$ cat src/rtl/mant_align_pkg.sv
// Shared constants for the fp32 mantissa alignment stage.
// Build option: ALIGN_STICKY_EN enables guard/round/sticky generation.
package mant_align_pkg;

    localparam int MW_DEF = 24;
    localparam int EW_DEF = 8;
    localparam int GRS_W  = 3;
    localparam int PAD_W  = 3;

`ifdef ALIGN_STICKY_EN
    localparam bit STICKY_EN = 1'b1;
`else
    localparam bit STICKY_EN = 1'b0;
`endif

    function automatic int ext_w(input int mw);
        return mw + PAD_W;
    endfunction

endpackage

$ cat src/rtl/mant_align_rsh_sticky.sv
// Combinational right shifter that also reports whether any set bit fell off the end.
// Sticky output is forced to 0 unless ALIGN_STICKY_EN is defined.
module rsh_sticky
    import mant_align_pkg::*;
#(
    parameter real T  = 0.0,
    parameter int  W  = 27,
    parameter int  SW = 8
) (
    input  logic [W-1:0]  data,
    input  logic [SW-1:0] amt,
    output logic [W-1:0]  data_out,
    output logic          sticky_out
);

    logic [W-1:0] lost_mask;

    assign data_out   = data >> amt;
    // Amounts >= W make the mask all ones, so every input bit counts as lost.
    assign lost_mask  = ~({W{1'b1}} << amt);
    assign sticky_out = STICKY_EN & (|(data & lost_mask));

endmodule

$ cat src/rtl/mant_align.sv
// fp32 adder mantissa alignment: operand swap, two-stage right shift, guard/round/sticky.
// Build option: ALIGN_STICKY_EN (undefined -> grs tied to 0, plain truncating shift).
module mant_align
    import mant_align_pkg::*;
#(
    parameter real T  = 0.0,
    parameter int  MW = MW_DEF,
    parameter int  EW = EW_DEF
) (
    input  logic          clk,
    input  logic          rst_n,
    input  logic          in_valid,
    output logic          in_ready,
    input  logic          a_lt_b,
    input  logic [EW-1:0] abs_diff,
    input  logic          sign_a,
    input  logic          sign_b,
    input  logic [EW-1:0] exp_a,
    input  logic [EW-1:0] exp_b,
    input  logic [MW-1:0] man_a,
    input  logic [MW-1:0] man_b,
    output logic          out_valid,
    input  logic          out_ready,
    output logic          sign_big,
    output logic          sign_small,
    output logic [EW-1:0] exp_big,
    output logic [MW-1:0] man_big,
    output logic [MW-1:0] man_small,
    output logic [2:0]    grs
);

    localparam int XW = ext_w(MW);

    logic s1_en, s2_en;

    // Stage 1 state
    logic          s1_v_q,         s1_v_d;
    logic          s1_sign_big_q,  s1_sign_big_d;
    logic          s1_sign_sml_q,  s1_sign_sml_d;
    logic [EW-1:0] s1_exp_big_q,   s1_exp_big_d;
    logic [MW-1:0] s1_man_big_q,   s1_man_big_d;
    logic [XW-1:0] s1_ext_q,       s1_ext_d;
    logic          s1_stk_q,       s1_stk_d;
    logic [2:0]    s1_fine_q,      s1_fine_d;

    // Stage 2 (output) state
    logic          out_valid_q,    out_valid_d;
    logic          sign_big_q,     sign_big_d;
    logic          sign_small_q,   sign_small_d;
    logic [EW-1:0] exp_big_q,      exp_big_d;
    logic [MW-1:0] man_big_q,      man_big_d;
    logic [MW-1:0] man_small_q,    man_small_d;
    logic [2:0]    grs_q,          grs_d;

    logic [MW-1:0] man_sml_in;
    logic [EW-1:0] coarse_amt;
    logic [XW-1:0] ext_c, ext_f;
    logic          stk_c, stk_f, stk_all;

    assign s2_en    = ~out_valid_q | out_ready;
    assign s1_en    = ~s1_v_q | s2_en;
    assign in_ready = s1_en;

    assign man_sml_in = a_lt_b ? man_a : man_b;
    assign coarse_amt = {abs_diff[EW-1:3], 3'b000};

    rsh_sticky #(.T(T), .W(XW), .SW(EW)) u_coarse (
        .data       ({man_sml_in, {PAD_W{1'b0}}}),
        .amt        (coarse_amt),
        .data_out   (ext_c),
        .sticky_out (stk_c)
    );

    rsh_sticky #(.T(T), .W(XW), .SW(3)) u_fine (
        .data       (s1_ext_q),
        .amt        (s1_fine_q),
        .data_out   (ext_f),
        .sticky_out (stk_f)
    );

    assign stk_all = s1_stk_q | stk_f | (STICKY_EN & ext_f[0]);

    always_comb begin
        s1_v_d        = s1_v_q;
        s1_sign_big_d = s1_sign_big_q;
        s1_sign_sml_d = s1_sign_sml_q;
        s1_exp_big_d  = s1_exp_big_q;
        s1_man_big_d  = s1_man_big_q;
        s1_ext_d      = s1_ext_q;
        s1_stk_d      = s1_stk_q;
        s1_fine_d     = s1_fine_q;
        if (s1_en) begin
            s1_v_d = in_valid;
            // Equal exponents keep a as the big operand.
            if (in_valid) begin
                s1_sign_big_d = a_lt_b ? sign_b : sign_a;
                s1_sign_sml_d = a_lt_b ? sign_a : sign_b;
                s1_exp_big_d  = a_lt_b ? exp_b  : exp_a;
                s1_man_big_d  = a_lt_b ? man_b  : man_a;
                s1_ext_d      = ext_c;
                s1_stk_d      = stk_c;
                s1_fine_d     = abs_diff[2:0];
            end
        end
    end

    always_comb begin
        out_valid_d  = out_valid_q;
        sign_big_d   = sign_big_q;
        sign_small_d = sign_small_q;
        exp_big_d    = exp_big_q;
        man_big_d    = man_big_q;
        man_small_d  = man_small_q;
        grs_d        = grs_q;
        if (s2_en) begin
            out_valid_d = s1_v_q;
            if (s1_v_q) begin
                sign_big_d   = s1_sign_big_q;
                sign_small_d = s1_sign_sml_q;
                exp_big_d    = s1_exp_big_q;
                man_big_d    = s1_man_big_q;
                man_small_d  = ext_f[XW-1:PAD_W];
                grs_d        = STICKY_EN ? {ext_f[2], ext_f[1], stk_all} : 3'b000;
            end
        end
    end

    always_ff @(posedge clk or negedge rst_n) begin
        if (!rst_n) begin
            s1_v_q        <= 1'b0;
            s1_sign_big_q <= 1'b0;
            s1_sign_sml_q <= 1'b0;
            s1_exp_big_q  <= '0;
            s1_man_big_q  <= '0;
            s1_ext_q      <= '0;
            s1_stk_q      <= 1'b0;
            s1_fine_q     <= '0;
            out_valid_q   <= 1'b0;
            sign_big_q    <= 1'b0;
            sign_small_q  <= 1'b0;
            exp_big_q     <= '0;
            man_big_q     <= '0;
            man_small_q   <= '0;
            grs_q         <= '0;
        end else begin
            s1_v_q        <= s1_v_d;
            s1_sign_big_q <= s1_sign_big_d;
            s1_sign_sml_q <= s1_sign_sml_d;
            s1_exp_big_q  <= s1_exp_big_d;
            s1_man_big_q  <= s1_man_big_d;
            s1_ext_q      <= s1_ext_d;
            s1_stk_q      <= s1_stk_d;
            s1_fine_q     <= s1_fine_d;
            out_valid_q   <= out_valid_d;
            sign_big_q    <= sign_big_d;
            sign_small_q  <= sign_small_d;
            exp_big_q     <= exp_big_d;
            man_big_q     <= man_big_d;
            man_small_q   <= man_small_d;
            grs_q         <= grs_d;
        end
    end

    assign out_valid  = out_valid_q;
    assign sign_big   = sign_big_q;
    assign sign_small = sign_small_q;
    assign exp_big    = exp_big_q;
    assign man_big    = man_big_q;
    assign man_small  = man_small_q;
    assign grs        = grs_q;

endmodule
$ cat config.mk
export PLATFORM = sky130hd
export DESIGN_NAME = mant_align
export DESIGN_NICKNAME = d
export VERILOG_FILES = /design/src/rtl/mant_align_pkg.sv /design/src/rtl/mant_align_rsh_sticky.sv /design/src/rtl/mant_align.sv
export SDC_FILE = /design/constraint.sdc
export NUM_CORES = 1
export LEC_CHECK = 0
export ABC_AREA = 1
export CORE_MARGIN = 2
export CORE_UTILIZATION = 50
export CTS_CLUSTER_SIZE = 25
export DETAILED_ROUTE_END_ITERATION = 12
export PLACE_DENSITY = 0.85
export SKIP_LAST_GASP = 1
export SLEW_MARGIN = 0
export SYNTH_ARGS = -nofsm -noshare
export SYNTH_HDL_FRONTEND = slang
export SYNTH_SLANG_ARGS = --single-unit
$ cat constraint.sdc
create_clock -name clk -period 1.3 [get_ports clk]
set_input_delay 0.26 -clock clk [delete_from_list [all_inputs] [get_ports clk]]
set_output_delay 0.26 -clock clk [all_outputs]
set_load 0.01 [all_outputs]
==> metrics.txt, run 1 <==
status complete, but fails checks; violated checks negative setup slack; die area 0.01343 mm^2; first-pass GRT wire length 32.66 mm; Final min period 1.424 ns; Min Hold Slack 0.2338 ns; unrepaired setup endpoints after global routing true; Hold Violations, Final 0; Yosys warning count 0; max incr delay on CP 0.40 ns; Final Core Density 0.7520; final std cells w/o fill 1194; final setup fails 70; clk sinks 121; largest net degree at the start of global routing 58; WP data required 1.65 ns; Worst EP arrival 1.78 ns; ANT cells 0; P_sw 4.794 mW; critical path's slowest cell dfrtp_1; H-tree levels 4; f_max 702.4 MHz; Syn Area/Cell 7.540 um^2; synthesized flop and latch total 121; Final GP Congestion 0.9602; EDFF count, synth 0; CP Cell Sequence buf_6, nand3_4, nand2_4, buf_6, nor2_8, buf_6, nand2_8, o21ai_2; most frequent cell after synthesis nand2_1; VDD IR max 1111 uV; ANT nets after route 0; Clk pin slew, worst setup/hold paths 0.06 ns; CP Class reg2reg; Gate power share 0.303; drt wl/cell 17.61 um; Yosys cell types 28; number of port buffers 138; clock power share 0.345; area leader, netlist dfrtp_1; TritonCTS buffer count 17; final net count 1092; Iter 0 DRT Violations 922; max cap viols 0; pre-CTS setup slack -0.4112 ns; Int Pwr 9.619 mW; Post-Syn Area 0.006259 mm^2; Final WS setup -0.1236 ns; CTS tree done; sequential area share after synthesis 0.4838; most common library cells after synthesis nand2_1 (346), dfrtp_1 (121), nand3_1 (93), inv_1 (54), o211ai_1 (40); Initial Util 0.5167; Sw Share 0.3326; width of the die 115.9 um; Seq pwr share 0.352; Cells after Synth 830; CP Launch Type register; CORE AREA 0.01211 mm^2; Cell Rows 40; placed cells 1126; Pre-antenna DRT Iters 6; Root Buffer clkbuf_16; synth top area cells dfrtp_1 (48%), nand2_1 (21%), nand3_1 (7.4%), o211ai_1 (4.8%), inv_1 (3.2%); Crit. End Element register; worst skew pair latency 0.43 ns; Tightest Hold Check Type in2async; layout cells sized above 1 0.2212; post-DP HPWL 13.59 mm; setup TNS -4.895 ns; vias in the first global route 6450; WL final 21.03 mm; period utilization 1.095; DRC 0; fin. max-slew vios 0; Top cell by count, worst path buf_6; initial antenna violation count 0; CP max FO 8; Area growth syn-to-layout 45.52%; Setup Skew 0.008605 ns; via count 6711; P_leak 4.427 nW; post-synth top area share 0.4838; post-DR vias/cell 5.621; Post-synth ARST share 1.000; Die H 115.9 um; # IOs 142; clk buf depth 2; power density over the cells 1583 mW/mm^2; grt ovf 0; GR Util All Layers 0.3216; Primary FF master, synth dfrtp_1
==> critical path: cells and delay by family (launching register included) <==
family	cells	cell delay (ns)
AOI/OAI and AO/OA	1	0.14
buffers and inverters	3	0.42
DFF	1	0.40
and+or+nand+nor	4	0.38
==> cells in the final DEF, fill, tap and decap left out, types with 4 or more instances in the layout <==
cell type,netlist,layout
o211ai_1,40,40
nand3_4,0,4
nand2_1,346,344
clkdlybuf4s50_1,0,76
buf_6,2,12
nand4_1,8,8
a31oi_1,24,24
inv_6,0,8
inv_1,54,53
buf_12,0,18
nor2_2,1,6
o21ai_1,1,8
o21ai_0,35,21
o21ai_2,3,10
buf_2,39,43
dfrtp_1,121,120
clkbuf_2,0,14
nand3_1,93,74
o22ai_2,0,6
nor2_1,27,21
nand3_2,1,16
buf_4,6,47
clkbuf_16,0,19
==> final cells by class <==
class,instances,area (um^2)
tap,168,210.2
clock inverter,14,185.2
fill,825,3004
multi-input combinational,599,2980
timing repair buffer,218,2052
inverter,56,221.5
clock buffer,18,429.2
sequential,121,3029
==> stage by stage <==
stage | area (um^2) | power [mW]
after floorplan | 6266 | 6.943
after global placement | 8088 | 9.153
after detailed placement | 8088 | 9.266
after CTS | 9052 | 14.23
after global routing | 9107 | 15.04
final | 9107 | 14.41
==> registers in the layout, summed over array words and instances (netlist names) <==
signal,count
s1_sign_big_q,1
man_big,24
out_valid,1
exp_big,8
man_small,24
s1_exp_big_q,8
sign_big,1
s1_man_big_q,24
s1_sign_sml_q,1
s1_v_q,1
s1_fine_q,3
sign_small,1
s1_ext_q,24
==> routing by layer <==
| layer | vias up | GRT usage | wire length, um |
|---|---|---|---|
| met5 | - | 0 | 0 |
| met4 | 0 | 0.1659 | 942 |
| met3 | 83 | 0.06747 | 1647 |
| met2 | 396 | 0.5294 | 10310 |
| met1 | 3153 | 0.4017 | 8124 |
| li1 | 3079 | - | - |
==> cell families after synthesis <==
logic type	count (synthesis)	synth area share
buf+inv	113	0.08157
flops	121	0.4838
compound gates	112	0.1148
simple gates	483	0.3193
other cells	1	0.0005992
==> power by group through the flow <==
stage | clock (mW) | sequential [mW] | combinational [mW]
after floorplan | 0 | 5.31 | 1.63
after global placement | 0 | 5.11 | 4.04
after detailed placement | 0 | 5.12 | 4.14
after CTS | 4.96 | 5.06 | 4.21
after global routing | 5.15 | 5.15 | 4.74
final | 4.97 | 5.07 | 4.37
==> worst paths after layout <==
path / cells after the start / slack, ns / startpoint / end
setup / recovery: 8 / -0.12 / out_valid / s1_ext_q[18]
hold / removal: 2 / 0.23 / rst_n / man_big[7]
setup reg to reg: 8 / -0.12 / out_valid / s1_ext_q[18]
hold reg to reg: 2 / 0.46 / s1_man_big_q[15] / man_big[15]
max in group asynchronous: 3 / 0.54 / rst_n / s1_exp_big_q[1]
min in group clk: 4 / 0.34 / a_lt_b / s1_man_big_q[8]
==> timing repair <==
item / in CTS / in global routing
hold endpoints to repair: 95 / 0
setup buffers: 20 / 11
hold buffers: 1 / 0
setup endpoints to repair: 132 / 129
pin swaps: 19 / 9
cloned: 3 / 3
gates resized for setup: 257 / 54
No activity file was read; power rests on OpenSTA's default activity.
==> run 2, diff against run 1 <==
--- a/config.mk
+++ b/config.mk
@@ -10,9 +10,11 @@
 export CORE_UTILIZATION = 50
 export CTS_CLUSTER_SIZE = 25
 export DETAILED_ROUTE_END_ITERATION = 12
+export GPL_TIMING_DRIVEN = 1
 export PLACE_DENSITY = 0.85
 export SKIP_LAST_GASP = 1
 export SLEW_MARGIN = 0
 export SYNTH_ARGS = -nofsm -noshare
 export SYNTH_HDL_FRONTEND = slang
 export SYNTH_SLANG_ARGS = --single-unit
+export TNS_END_PERCENT = 5
==> run 2 against run 1 <==
Compared with the run above: the run still ends with negative setup slack left; setup slack worse by 0.0014 ns; clock power hardly changed; core utilization is 2.9 points lower; critical endpoint is now in_ready.
==> metrics.txt, run 2 (synthesized netlist as in run 1, its figures left out) <==
Final Core Density 0.7232 (was 0.7520); # fillers 919 (was 825); f_max 701.8 MHz (was 702.4 MHz); clk sinks 121 (unchanged); Die H 115.9 um (unchanged); Clk pin slew, worst setup/hold paths 0.06 ns (about the same); WP buf/inv 2 (was 3); CP Class reg2out (was reg2reg); max cap viols 0 (unchanged); initial antenna violation count 0 (unchanged); vias in the first global route 6084 (was 6450); via count 6473 (was 6711); worst skew pair latency 0.43 ns (about the same); Final WS setup -0.1250 ns (was -0.1236 ns); number of port buffers 138 (unchanged); period utilization 1.096 (was 1.095); width of the die 115.9 um (unchanged); power density over the cells 1589 mW/mm^2 (was 1583 mW/mm^2); commonest non-fill, non-tap cell in the layout nand2_1 (unchanged); Worst EP arrival 1.16 ns (was 1.78 ns); Initial Util 0.5167 (unchanged); CORE AREA 0.01211 mm^2 (unchanged); post-DP HPWL 13.59 mm (unchanged); clk buf depth 2 (unchanged); Tightest Hold Check Type in2async (unchanged); Pre-antenna DRT Iters 8 (was 6); Crit. End Element output port (was register); Top cell by count, worst path buf_6 (unchanged); Iter 0 DRT Violations 941 (was 922); pre-CTS setup slack -0.4112 ns (unchanged); max incr delay on CP 0.40 ns (about the same); fin. max-slew vios 0 (unchanged); TritonCTS buffer count 17 (unchanged); CP Cell Sequence buf_6, nand3_4, buf_6 (was buf_6, nand3_4, nand2_4, buf_6, nor2_8, buf_6, nand2_8, o21ai_2); layout cells sized above 1 0.1063 (was 0.2212); Root Buffer clkbuf_16 (unchanged); CP top delay family flip-flops (was buffers and inverters); final setup fails 126 (was 70); post-DR vias/cell 5.551 (was 5.621); status complete, but fails checks (unchanged); unrepaired setup endpoints after global routing true (unchanged); violated checks negative setup slack (unchanged); # IOs 142 (unchanged); footprint of the multi-input gates 0.002763 mm^2 (was 0.002980 mm^2); Final GP Congestion 0.9602 (unchanged); DRC 0 (unchanged); H-tree levels 4 (unchanged); CP Launch Type register (unchanged); die area 0.01343 mm^2 (unchanged); first-pass GRT wire length 30.67 mm (was 32.66 mm); Hold Violations, Final 0 (unchanged); final net count 1063 (was 1092); setup TNS -6.007 ns (was -4.895 ns); Setup Skew 0.009217 ns (was 0.008605 ns); P_leak 4.293 nW (was 4.427 nW); most frequent cells in the layout nand2_1 (345), dfrtp_1 (121), nand3_1 (93) (was nand2_1 (344), dfrtp_1 (120), clkdlybuf4s50_1 (76)); Area growth syn-to-layout 39.96% (was 45.52%); drt wl/cell 16.49 um (was 17.61 um); largest net degree at the start of global routing 58 (unchanged); Final min period 1.425 ns (was 1.424 ns); WL final 19.23 mm (was 21.03 mm); CP max FO 3 (was 8); Reg area 0.003028 mm^2 (was 0.003029 mm^2); GR Util All Layers 0.3017 (was 0.3216); ANT nets after route 0 (unchanged); grt ovf 0 (unchanged); CTS tree done (unchanged); WP data required 1.04 ns (was 1.65 ns); critical path's slowest cell dfrtp_1 (unchanged); VDD IR max 1108 uV (was 1111 uV); Cell Rows 40 (unchanged)
-- run 2: cell types whose count changed in the layout (fill, tap and decap cells not counted), sizes merged --
cell	change
nand2	-1
diode	+1
clkbuf	-15
buf	-64
bufbuf	-1
clkdlybuf4s15	-2
dlygate4sd2	+54
-- run 2: path summary, 6_finish.rpt --
path                                   from               to  slack, ns  depth (start not counted)
max                               out_valid         in_ready      -0.12                          3
min                                   rst_n       man_big[7]       0.23                          2
max reg2reg                    s1_fine_q[0]     man_small[0]      -0.10                          6
min reg2reg                s1_man_big_q[15]      man_big[15]       0.45                          2
max in group asynchronous             rst_n       exp_big[0]       0.55                          3
min in group clk                     a_lt_b  s1_man_big_q[8]       0.34                          4
-- run 2: layout make-up --
class                      count  share of cell area
clock buffer                  18             0.04899
sequential                   121              0.3457
inverter                      56             0.02500
clock inverter                14             0.02114
tap                          168             0.02400
timing repair buffer         190              0.2195
multi-input combinational    598              0.3154
antenna                        1           0.0002857
-- run 2: metrics by stage --
step	instance area, um^2	hold slack (ns)	cells	power [mW]
final	8760	0.2286	1166	13.92
after global routing	8757	0.2442	1165	14.57
after CTS	8665	0.2325	1160	13.83
after detailed placement	8088	0.1283	1126	9.266
after global placement	8088	0.1298	1126	9.153
after floorplan	6266	-0.03559	832	6.943
-- run 2: timing repair --
action                                  CTS  global route
endpoints found under the setup margin  132           148
pin swaps                                 1             4
resized for setup                        90            14
hold endpoints to repair                 95             0
cloned                                    0             1
hold buffers                              1             0
setup buffers                             1             4
-- run 2: metal layers --
layer | vias up | GRT usage | share of wire
li1 | 3027 | - | -
met2 | 348 | 0.5010 | 0.49
met1 | 3045 | 0.3854 | 0.39
met4 | 0 | 0.1190 | 0.031
met5 | - | 0 | 0
met3 | 53 | 0.06851 | 0.082
-- run 2: power breakdown --
group          internal, mW  total (mW)  switching, mW
Sequential             4.58        5.07          0.484
Clock                  3.06        4.96           1.89
Combinational          1.75        3.89           2.14
==> run 3, diff against run 2 <==
--- a/config.mk
+++ b/config.mk
@@ -12,6 +12,7 @@
 export DETAILED_ROUTE_END_ITERATION = 12
 export GPL_TIMING_DRIVEN = 1
 export PLACE_DENSITY = 0.85
+export SKIP_CTS_REPAIR_TIMING = 1
 export SKIP_LAST_GASP = 1
 export SLEW_MARGIN = 0
 export SYNTH_ARGS = -nofsm -noshare
==> run 3 against run 2 <==
Compared with the run above: the run still ends with negative setup slack left; clock power hardly changed; hold slack better by 0.0059 ns; highest routed layer unchanged; global-route usage is 0.11 points lower; critical path depth is 2 lower.
==> metrics.txt, run 3 (synthesized netlist as in run 1, its figures left out) <==
status complete, but fails checks (unchanged); violated checks negative setup slack (unchanged); number of port buffers 138 (unchanged); Cell Rows 40 (unchanged); power density over the cells 1628 mW/mm^2 (was 1589 mW/mm^2); CORE AREA 0.01211 mm^2 (unchanged); Reg area 0.003028 mm^2 (unchanged); die area 0.01343 mm^2 (unchanged); width of the die 115.9 um (unchanged); Final Total Pwr 14.23 mW (was 13.92 mW); footprint of the multi-input gates 0.002728 mm^2 (was 0.002763 mm^2); ANT nets after route 0 (unchanged); initial antenna violation count 0 (unchanged); Sw Share 0.3142 (was 0.3247); Area after DPL 0.008088 mm^2 (unchanged); Iter 0 DRT Violations 957 (was 941); Final min period 1.622 ns (was 1.425 ns); vias in the first global route 6069 (was 6084); post-DR vias/cell 5.559 (was 5.551); clk buf depth 2 (unchanged); Area growth syn-to-layout 39.64% (was 39.96%); unrepaired setup endpoints after global routing true (unchanged); max cap viols 0 (unchanged); Setup Skew 0.005700 ns (was 0.009217 ns); Final WS setup -0.3224 ns (was -0.1250 ns); final net count 1058 (was 1063); largest net degree at the start of global routing 58 (unchanged); # IOs 142 (unchanged); TritonCTS buffer count 17 (unchanged); setup TNS -24.17 ns (was -6.007 ns); VDD IR max 1115 uV (was 1108 uV); fin. max-slew vios 0 (unchanged); post-DP HPWL 13.59 mm (unchanged); drt wl/cell 16.39 um (was 16.49 um); via count 6449 (was 6473); DRC 0 (unchanged); GR Util All Layers 0.3006 (was 0.3017); final setup fails 150 (was 126); f_max 616.4 MHz (was 701.8 MHz); first-pass GRT wire length 30.53 mm (was 30.67 mm); Crit. End Element output port (unchanged); worst skew pair latency 0.42 ns (was 0.43 ns); CP max FO 2 (was 3); Seq pwr share 0.357 (was 0.364); Int Pwr 9.756 mW (was 9.399 mW); clock power share 0.347 (was 0.356); Initial Util 0.5167 (unchanged); commonest non-fill, non-tap cell in the layout nand2_1 (unchanged); CP Launch Type register (unchanged); WL final 19.01 mm (was 19.23 mm); Hold Violations, Final 0 (unchanged); Final Core Density 0.7216 (was 0.7232); final std cells w/o fill 1160 (was 1166); CTS tree done (unchanged); CP Class reg2out (unchanged); Pre-antenna DRT Iters 6 (was 8); most frequent cells in the layout nand2_1 (346), clkdlybuf4s50_1 (129), dfrtp_1 (121) (was nand2_1 (345), dfrtp_1 (121), nand3_1 (93)); grt ovf 0 (unchanged); Gate power share 0.296 (was 0.280); Root Buffer clkbuf_16 (unchanged); Die H 115.9 um (unchanged); WP buf/inv 1 (was 2); layout cells sized above 1 0.09274 (was 0.1063); CP top delay family buffers and inverters (was flip-flops); H-tree levels 4 (unchanged); P_sw 4.471 mW (was 4.519 mW); Worst EP arrival 1.36 ns (was 1.16 ns); placed cells 1126 (unchanged); # fillers 907 (was 919); max incr delay on CP 0.55 ns (was 0.40 ns); period utilization 1.248 (was 1.096); Final Cell Area 0.008740 mm^2 (was 0.008760 mm^2); clk sinks 121 (unchanged); Clk pin slew, worst setup/hold paths 0.06 ns (about the same); WP data required 1.04 ns (about the same); Tightest Hold Check Type in2async (unchanged); P_leak 4.179 nW (was 4.293 nW); CP Cell Sequence clkdlybuf4s50_1 (was buf_6, nand3_4, buf_6); pre-CTS setup slack -0.4112 ns (unchanged); ANT cells 0 (was 1); Min Hold Slack 0.2345 ns (was 0.2286 ns); Final GP Congestion 0.9602 (unchanged); critical path's slowest cell clkdlybuf4s50_1 (was dfrtp_1)
==> run 3: power groups by stage <==
| stage | logic [mW] | clock network [mW] | registers [mW] |
|---|---|---|---|
| after CTS | 4.19 | 4.96 | 5.08 |
| after global placement | 4.04 | 0 | 5.11 |
| after floorplan | 1.63 | 0 | 5.31 |
| final | 4.21 | 4.94 | 5.08 |
| after global routing | 4.59 | 5.13 | 5.17 |
| after detailed placement | 4.14 | 0 | 5.12 |
==> run 3: final cells by class <==
class / instances / share of cell area
clock buffers: 18 / 0.04911
inverters: 56 / 0.02405
multi-input cells: 598 / 0.3121
well taps: 168 / 0.02405
repair buffers: 185 / 0.2230
clock inverters: 14 / 0.02119
flip-flops and latches: 121 / 0.3465
==> run 3: final timing paths <==
kind | depth (start not counted) | slack (ns) | start | to
max | 1 | -0.32 | man_big[15] | man_big[15]
min | 2 | 0.23 | rst_n | man_big[7]
max reg2reg | 7 | -0.21 | out_valid | s1_sign_sml_q
min reg2reg | 2 | 0.46 | s1_man_big_q[15] | man_big[15]
max in group asynchronous | 3 | 0.54 | rst_n | exp_big[0]
min in group clk | 4 | 0.34 | a_lt_b | s1_man_big_q[8]
==> run 3: worst register-to-register path: stages, from the launching register on <==
cell and delay [ns]:
dfrtp_1 0.39, buf_4 0.15, nand3_2 0.09, nand2_2 0.10, inv_2 0.15, buf_4 0.28, o211ai_1 0.14, o21ai_0 0.11
==> run 3: routing by layer <==
metal | GRT usage | share of wire | routed length (um) | vias to the layer above
met1 | 0.3838 | 0.40 | 7620 | 3027
met2 | 0.4990 | 0.49 | 9273 | 355
met5 | 0 | 0 | 0 | -
li1 | - | - | - | 3012
met4 | 0.1198 | 0.034 | 654 | 0
met3 | 0.06799 | 0.077 | 1464 | 55
==> RTL edit: new RTL, settings of run 1 <==
`STICKY_EN`: 1'b0 -> 1'b1.
--- a/src/rtl/mant_align_pkg.sv
+++ b/src/rtl/mant_align_pkg.sv
@@ -11,5 +11,5 @@
     localparam bit STICKY_EN = 1'b1;
 `else
-    localparam bit STICKY_EN = 1'b0;
+    localparam bit STICKY_EN = 1'b1;
 `endif
 
Check against the original RTL: not equivalent (Yosys sat finds a counterexample within 4 cycles, from zero or initial values and one cycle with rst_n low).
==> RTL edit against run 1 <==
  * Clock skew increased by 0.0044 ns
  * Cell area increased by 5.4%
  * Non-clock buffer count increased by 39
  * Hold slack got worse by 0.026 ns
  * Synthesized area increased by 4.5%
  * Largest power group is now clock
  * Total power decreased by 0.29%
  * Sequential cell count increased by 7
  * Highest routed layer unchanged
  * Worst setup slack got worse by 0.059 ns
  * Sequential share of layout area increased by 0.13 points
  * Utilization increased by 0.23 points
  * The flow still finishes with violations (negative setup slack)
  * Critical path depth decreased by 2
  * Wire length increased by 7.9%
==> RTL edit: results <==
[status]
run_status = complete, but fails checks
violations = negative setup slack

[timing]
finalSetupViolCount = 30
fin_ws_ns = -0.182
finClkSkew_ns = 0.0130

[place]
port_buffers = 141
routabilityCongestion = 0.920
dp_cells = 1208
dpl.hpwl_mm = 14.0

[power]
power.leakage_nw = 4.76
irDropWorstVdd_mv = 0.974

[critical_path]
r2r-end = man_small[2]
reg2reg_depth = 6
cp_top_family = flip-flops
reg2reg_from = s1_fine_q[0]
critPathSlowestCell = dfrtp_2

[global_route]
grt_pass1_vias = 6691
grt_pass1_wl_mm = 32.8
grt_use_total_pct = 29.6
grt_max_degree = 61

[routing]
avgViaCountPerCell = 5.71
wl_met2_mm = 11.1
wl_met3_mm = 1.85
drt-total-wl_mm = 22.7
wl_per_cell_um = 17.9
first_iter_violations = 902

[logic_synthesis]
async_reset_ff_share_pct = 100
yosysSeqAreaShare_pct = 49.0
synthTopCellsByCount = 298 x nand2_1, 128 x dfrtp_1, 108 x inv_1, 102 x o21ai_0, 37 x nor2_1
avgSynthCellArea_um2 = 7.61
yosysUniqueCellTypes = 24

[finish]
drive_gt1_share_pct = 24.3
==> RTL edit: worst register-to-register path: stages (launching register included) <==
cell and delay (ns):
dfrtp_2 0.49, buf_12 0.18, nand2_1 0.10, o21ai_2 0.07
o21ai_0 0.24, buf_4 0.18, o221ai_1 0.09
==> RTL edit: kinds of logic after synthesis <==
| group | share of synthesized area (%) |
|---|---|
| and+or+nand+nor | 21.0 |
| AOI/OAI and AO/OA | 18.1 |
| buffers and inverters | 9.93 |
| DFF | 49.0 |
| muxes | 1.99 |
==> RTL edit: metal layers <==
layer / track usage, % / up-vias
met1: 36.3 / 3379
met4: 16.0 / 0
li1: - / 3250
met2: 49.1 / 498
met3: 5.84 / 114
met5: 0 / -
==> RTL edit: final cells by class <==
class / count / area [µm²]
Clock buffer: 17 / 425
Clock inverter: 14 / 214
Inverter: 112 / 434
Sequential cell: 128 / 3200
Multi-Input combinational cell: 568 / 2890
Timing Repair Buffer: 257 / 2220
Tap cell: 172 / 215
Fill cell: 871 / 3130
==> RTL edit: through the flow <==
stage	setup TNS, ns	hold WS [ns]	power [mW]	setup WS (ns)	cell area (µm²)
floorplan	0	-0.0356	6.81	0.00695	6560
global placement	-36.07	0.119	8.89	-0.474	8730
detailed placement	-40.13	0.123	8.99	-0.477	8730
CTS	-1.19	0.211	14.0	-0.0982	9320
global route	-4.97	0.225	15.0	-0.246	9600
finish	-2.73	0.208	14.4	-0.182	9600
==> RTL edit: how the worst max path moves through the flow <==
stage,end,cells past startpoint,startpoint,slack [ns]
2_1_floorplan,grs[0],8,s1_fine_q[0],0.007
3_3_place_gp,s1_ext_q[0],9,abs_diff[6],-0.47
3_5_place_dp,s1_ext_q[26],7,abs_diff[6],-0.48
4_1_cts,man_small[19],6,s1_fine_q[0],-0.1
5_1_grt,man_small[2],6,s1_fine_q[0],-0.25
6_report,man_small[2],6,s1_fine_q[0],-0.18
==> RTL edit: where the power goes <==
| part | switching (mW) | total (mW) | internal, mW |
|---|---|---|---|
| clock | 1.88 | 5.27 | 3.39 |
| combinational | 2.20 | 3.96 | 1.76 |
| sequential | 0.423 | 5.15 | 4.72 |
==> RTL edit: what timing repair did <==
action                     4_1_cts  5_1_grt
cloned                           0        4
pin swaps                        2        9
hold buffers                     1        0
setup buffers                   13       11
setup endpoints to repair       96       96
hold endpoints to repair        86        0
gates resized for setup        235      115
